<file path="config.mk">
export PLATFORM = sky130hd
export DESIGN_NAME = mux_rr_scheduler_flat
export DESIGN_NICKNAME = d
export VERILOG_FILES = /design/src/rtl/mux_rr_scheduler_if.sv /design/src/rtl/mux_rr_scheduler.sv /design/src/flat_wrapper.sv
export SDC_FILE = /design/constraint.sdc
export NUM_CORES = 1
export LEC_CHECK = 0
export CAP_MARGIN = 20
export CORE_MARGIN = 3
export CORE_UTILIZATION = 60
export CTS_CLUSTER_SIZE = 12
export DETAILED_ROUTE_END_ITERATION = 6
export GPL_ROUTABILITY_DRIVEN = 0
export PLACE_DENSITY = 0.93
export SLEW_MARGIN = 20
export SYNTH_ARGS = -nofsm -noshare
export SYNTH_HDL_FRONTEND = slang
export SYNTH_SLANG_ARGS = --single-unit
</file>
<file path="constraint.sdc">
create_clock -name clk -period 6.9 [get_ports clk]
set_input_delay 0.69 -clock clk [delete_from_list [all_inputs] [get_ports clk]]
set_output_delay 0.69 -clock clk [all_outputs]
set_load 0.05 [all_outputs]
</file>
<file path="src/rtl/mux_rr_scheduler_if.sv">
// Bundle between the round-robin mux scheduler, its requesters, the shared
// 32:1 mux and the downstream valid/ready consumer.
interface mux_rr_scheduler_if #(
  parameter int NUM_REQ = 32,
  parameter int SEL_W   = 5,
  parameter int DATA_W  = 2
);
  logic [NUM_REQ-1:0] req;
  logic [DATA_W-1:0]  mux_out;
  logic [SEL_W-1:0]   sel;
  logic [DATA_W-1:0]  out_data;
  logic               out_valid;
  logic               out_ready;
  logic [NUM_REQ-1:0] gnt;
  logic               busy;

  modport master (
    input  req, mux_out, out_ready,
    output sel, out_data, out_valid, gnt, busy
  );

  modport slave (
    output req, mux_out, out_ready,
    input  sel, out_data, out_valid, gnt, busy
  );
endinterface

</file>
<file path="src/rtl/mux_rr_scheduler.sv">
// Round-robin scheduler sharing one 32:1 x 2-bit mux among 32 requesters:
// picks a winner, steers the mux, registers its output and grants on accept.
module mux_rr_scheduler (
  input  logic               clk,
  input  logic               rst,
  mux_rr_scheduler_if.master bus
);
  localparam int NUM_REQ = 32;
  localparam int SEL_W   = 5;
  localparam int DATA_W  = 2;

  typedef enum logic [1:0] {
    IDLE = 2'd0,
    ARB  = 2'd1,
    HOLD = 2'd2
  } state_t;

  state_t             state_r, state_nxt_s;
  logic [SEL_W-1:0]   sel_r, sel_nxt_s;
  logic [SEL_W-1:0]   last_r, last_nxt_s;
  logic [SEL_W-1:0]   winner_s, idx_s;
  logic               found_s;
  logic [DATA_W-1:0]  out_data_r, out_data_nxt_s;
  logic               out_valid_r, out_valid_nxt_s;
  logic [NUM_REQ-1:0] gnt_r, gnt_nxt_s;
  logic               busy_r;

  // Rotating priority search: starts just after the last served index, so
  // the served index itself (offset NUM_REQ, wrapping onto last_r) comes last.
  always_comb begin
    winner_s = {SEL_W{1'b0}};
    found_s  = 1'b0;
    idx_s    = {SEL_W{1'b0}};
    for (int i = 1; i <= NUM_REQ; i++) begin
      idx_s = last_r + SEL_W'(i);
      if (!found_s && bus.req[idx_s]) begin
        winner_s = idx_s;
        found_s  = 1'b1;
      end else begin
        found_s  = found_s;
      end
    end
  end

  // Next-state and next-output logic for the IDLE -> ARB -> HOLD cycle.
  always_comb begin
    state_nxt_s     = state_r;
    sel_nxt_s       = sel_r;
    last_nxt_s      = last_r;
    out_data_nxt_s  = out_data_r;
    out_valid_nxt_s = out_valid_r;
    gnt_nxt_s       = {NUM_REQ{1'b0}};
    case (state_r)
      IDLE: begin
        if (|bus.req) begin
          sel_nxt_s   = winner_s;
          state_nxt_s = ARB;
        end else begin
          state_nxt_s = IDLE;
        end
      end
      ARB: begin
        out_data_nxt_s  = bus.mux_out;
        out_valid_nxt_s = 1'b1;
        state_nxt_s     = HOLD;
      end
      HOLD: begin
        // The winner is locked here; req changes are ignored until the grant.
        if (out_valid_r && bus.out_ready) begin
          gnt_nxt_s       = {{(NUM_REQ-1){1'b0}}, 1'b1} << sel_r;
          last_nxt_s      = sel_r;
          out_valid_nxt_s = 1'b0;
          state_nxt_s     = IDLE;
        end else begin
          state_nxt_s     = HOLD;
        end
      end
      default: begin
        state_nxt_s     = IDLE;
        out_valid_nxt_s = 1'b0;
      end
    endcase
  end

  // State and output registers with synchronous reset.
  always_ff @(posedge clk) begin
    if (rst) begin
      state_r     <= IDLE;
      sel_r       <= {SEL_W{1'b0}};
      last_r      <= {SEL_W{1'b1}};
      out_data_r  <= {DATA_W{1'b0}};
      out_valid_r <= 1'b0;
      gnt_r       <= {NUM_REQ{1'b0}};
      busy_r      <= 1'b0;
    end else begin
      state_r     <= state_nxt_s;
      sel_r       <= sel_nxt_s;
      last_r      <= last_nxt_s;
      out_data_r  <= out_data_nxt_s;
      out_valid_r <= out_valid_nxt_s;
      gnt_r       <= gnt_nxt_s;
      busy_r      <= (state_nxt_s != IDLE);
    end
  end

  assign bus.sel       = sel_r;
  assign bus.out_data  = out_data_r;
  assign bus.out_valid = out_valid_r;
  assign bus.gnt       = gnt_r;
  assign bus.busy      = busy_r;
endmodule

</file>
<file path="src/flat_wrapper.sv">
// flat-port wrapper written by rule: the top's interface ports become plain ports
module mux_rr_scheduler_flat 
  (clk, rst, bus_req, bus_mux_out, bus_out_ready, bus_sel, bus_out_data, bus_out_valid, bus_gnt, bus_busy);
  mux_rr_scheduler_if #(.NUM_REQ(32), .SEL_W(5), .DATA_W(2)) bus_i ();
  input  logic clk;
  input  logic rst;
  input wire logic [$bits(bus_i.req)-1:0] bus_req;
  input wire logic [$bits(bus_i.mux_out)-1:0] bus_mux_out;
  input wire logic [$bits(bus_i.out_ready)-1:0] bus_out_ready;
  output wire logic [$bits(bus_i.sel)-1:0] bus_sel;
  output wire logic [$bits(bus_i.out_data)-1:0] bus_out_data;
  output wire logic [$bits(bus_i.out_valid)-1:0] bus_out_valid;
  output wire logic [$bits(bus_i.gnt)-1:0] bus_gnt;
  output wire logic [$bits(bus_i.busy)-1:0] bus_busy;
  assign bus_i.req = bus_req;
  assign bus_i.mux_out = bus_mux_out;
  assign bus_i.out_ready = bus_out_ready;
  assign bus_sel = bus_i.sel;
  assign bus_out_data = bus_i.out_data;
  assign bus_out_valid = bus_i.out_valid;
  assign bus_gnt = bus_i.gnt;
  assign bus_busy = bus_i.busy;
  mux_rr_scheduler u_core (.clk(clk), .rst(rst), .bus(bus_i));
endmodule
</file>
==> key figures, run 1 <==
Drt
  • M1 WL: 10,200 um
  • WL met3: 5640 um
  • Routed wire length per instance: 28.3 um
  • Routed WL: 32,000 um
  • DRC: 14
  • DR vias: 9,248
  • Routed Antenna Nets: 0
  • DR WL met2: 13,100 um
  • Vias/cell: 8.16
  • Highest metal layer with signal wires: met4
  • Starting DRT DRC Count: 1,972
  • Drt first pass iters: 7

Power and ir drop
  • Power Internal: 0.000696 W
  • Pwr dens: 134 nW/um2
  • Comb power frac: 52.0%
  • Power after layout: 0.00122 W
  • Sw frac: 42.8%
  • Reg power frac: 24.4%
  • Net Sw Power: 0.000521 W
  • Static Leak: 3.41 nW
  • Clk pwr share: 23.5%
  • Worst vdd ir: 0.135 mV

Logic synthesis
  • Synth area leader: mux4_2
  • Yosys top cell area share: 20.7%
  • Syn Nets: 959
  • Async SR Flop Fraction: 0%
  • Synth Flop Type: dfxtp_1
  • Largest cells by area after synthesis: mux4_2, dfxtp_1, mux2i_1, mux2_2, nor2_1
  • Post-synthesis sequential area ratio: 11.9%
  • YS warnings: 0
  • Synth cell count leaders: nor2_1, mux2i_1, mux4_2
  • Count leader, synth: nor2_1
  • Unique masters post-synth: 91
  • Avg Cell Area, Syn: 8.86 um2
  • EDFF count, synth: 0
  • Synthesis-stage register bit count: 48
  • Post-Syn Area: 8050 um2
  • Cells after Synth: 909

Setup path
  • Startpoint types: flip-flop
  • Crit Reg-Reg Startpoint: u_core.last_r[1]
  • Worst R2R Setup Slack: 530 ps
  • Worst R2R End: u_core.bus.sel[4]
  • Maximum fanout along the worst path: 37
  • Critical path class: reg -> reg
  • CP arrival: 6570 ps
  • CP endpoint kind: flip-flop
  • Req. time, crit path: 7100 ps
  • Worst reg-to-reg path cell count: 14

Finish
  • Share of post-route cells with drive strength above 1: 18.4%
  • Inserted Diodes: 0
  • Synthesis-to-finish area growth: 12.8%
  • Layout net count: 1,010

Floorplanning
  • DIE AREA: 14,800 um2
  • Die W: 122 um
  • Initial core utilization: 62.5%
  • FP Rows: 41
  • Die Height: 122 um
  • Core Region: 12,900 um2
  • Ports: 78

Flow run
  • Max-cap viol count: 0

Global routing
  • Initial antenna violation count: 0
  • First-pass GRT wire length: 49,300 um
  • Number of global-route vias before repair: 8,654
  • Global-route usage over all layers: 43.0%
  • Largest net degree at the start of global routing: 54
  • Aggregate global routing overflow: 0

CTS
  • Num CTS Buffers: 5
  • Cell at the root of the clock tree: clkbuf_16
  • Setup Fix Bufs, Post-CTS: 0
  • Clock sink total: 48
  • H-tree levels: 2
  • CTS Hold Buffers Added: 0
  • CTS tree: built
  • CTS resizes: 0
  • Clock-pin slew on the worst setup and hold paths: 70 ps
  • CTS Buffer Depth: 2
  • Clk_lat worst skew: 290 ps

STA
  • Min cycle time layout: 6370 ps
  • Slew HR: 23.4%
  • Worst-Margin Slew: 1140 ps
  • RSZ-0062 raised after global routing: no
  • Final Skew: 6.07 ps
  • Count of final max-slew check failures: 0
  • Setup tns final: 0 ps
  • Final Setup Violations: 0
  • Final Cycle Share: 92.3%
  • WHS: 503 ps
  • Fmax: 157 MHz
  • Final Hold Vio Count: 0

Outcome
  • Failing checks: design-rule violations
  • Status: finished with violations

Placement
  • Port Buffers: 77
  • Dpl hpwl: 23,200 um

Min path
  • Worst hold path type: reg -> reg
  • Hold path start: u_core.bus.out_data[1]
  • Min-Delay Path Depth: 2
  • Hold Path End: u_core.bus.out_data[1]
[state kept, by name, indices dropped and copies added, names as in the netlist]
signal	count
u_core.state_r	2
u_core.bus.sel	5
u_core.bus.out_valid	1
u_core.bus.busy	1
u_core.last_r	5
u_core.bus.out_data	2
u_core.bus.gnt	32
[area by class of cell]
class | count | area [um2]
repair buffers | 95 | 906
well taps | 172 | 215
inverters | 30 | 113
multi-input cells | 780 | 6710
flip-flops and latches | 48 | 966
clock buffers | 5 | 125
clock inverters | 3 | 45.0
fillers | 852 | 3790
[worst max-delay path, cell delays in order (launching register included)]
cell and delay [ps]:
dfxtp_4 630, inv_1 320, ha_2 1030, mux2i_1 380, mux2i_1 210, mux4_2 550
mux2i_1 520, nand2_1 230, nor3_4 500, nand4_1 330, nor3_1 520, and2_1 430
a22oi_1 180, o31a_1 190, a311oi_2 220
[worst max-delay path by stage]
stage,end,cells after the start,slack (ps),start
after floorplan,u_core.bus.sel[2],17,1620,u_core.last_r[2]
after global placement,u_core.bus.sel[3],14,1300,u_core.last_r[1]
after detailed placement,u_core.bus.sel[3],14,980,u_core.last_r[1]
after CTS,u_core.bus.sel[4],14,910,u_core.last_r[1]
after global routing,u_core.bus.sel[4],14,330,u_core.last_r[1]
final,u_core.bus.sel[4],14,530,u_core.last_r[1]
[cells in the final DEF, fill, tap and decap left out, types with 8 or more instances in the layout]
| cell | instances |
|---|---|
| xnor2_1 | 19 |
| nand3_1 | 22 |
| nor4_1 | 17 |
| o22ai_1 | 10 |
| nand2_1 | 73 |
| dfxtp_1 | 46 |
| a211oi_1 | 10 |
| nor2_1 | 109 |
| a22oi_1 | 9 |
| a21oi_1 | 45 |
| inv_1 | 25 |
| o21ai_0 | 32 |
| nand4_1 | 10 |
| clkdlybuf4s50_1 | 77 |
| buf_4 | 18 |
| mux4_2 | 74 |
| mux2_2 | 37 |
| ha_1 | 12 |
| nand2b_1 | 11 |
| mux2i_1 | 80 |
| mux2_1 | 8 |
| nor2b_1 | 10 |
| nor3_1 | 22 |
[per-stage QoR]
step           utilization (%)  setup WS (ps)  cells  area [um2]
2_1_floorplan                -           1620    909        8050
3_3_place_gp              69.1           1300   1125        8900
3_5_place_dp              69.1            978   1125        8900
4_1_cts                   70.4            910   1133        9070
5_1_grt                   70.5            331   1133        9080
6_report                  70.5            534   1133        9080
[power by group through the flow]
stage	clock network (W)	registers [W]	logic, W
global placement	0	0.000302	0.000564
floorplan	0	0.000322	0.000384
CTS	0.000282	0.000296	0.000588
detailed placement	0	0.000302	0.000583
finish	0.000286	0.000297	0.000633
global route	0.000293	0.000298	0.000654
[layer usage]
layer	global-route usage [%]	vias to the layer above
li1	-	3658
met2	62.8	1058
met4	25.4	0
met5	0	-
met3	19.5	360
met1	52.3	4172
[kinds of logic after synthesis]
group / Yosys count / share of synthesized area [%]
xor gates and xnor gates: 28 / 3.33
adders and majority gates: 13 / 2.02
and+or+nand+nor: 326 / 20.3
AOI/OAI and AO/OA: 207 / 18.4
DFF: 48 / 11.9
buffers and inverters: 81 / 4.90
muxes: 206 / 39.2
No activity file was read; power rests on OpenSTA's default activity.
==> run 2, diff against run 1 <==
- CTS_CLUSTER_DIAMETER: unset -> 150
==> results of run 2 <==
No change in the layout: final DEF, timing and power equal those of run 1.
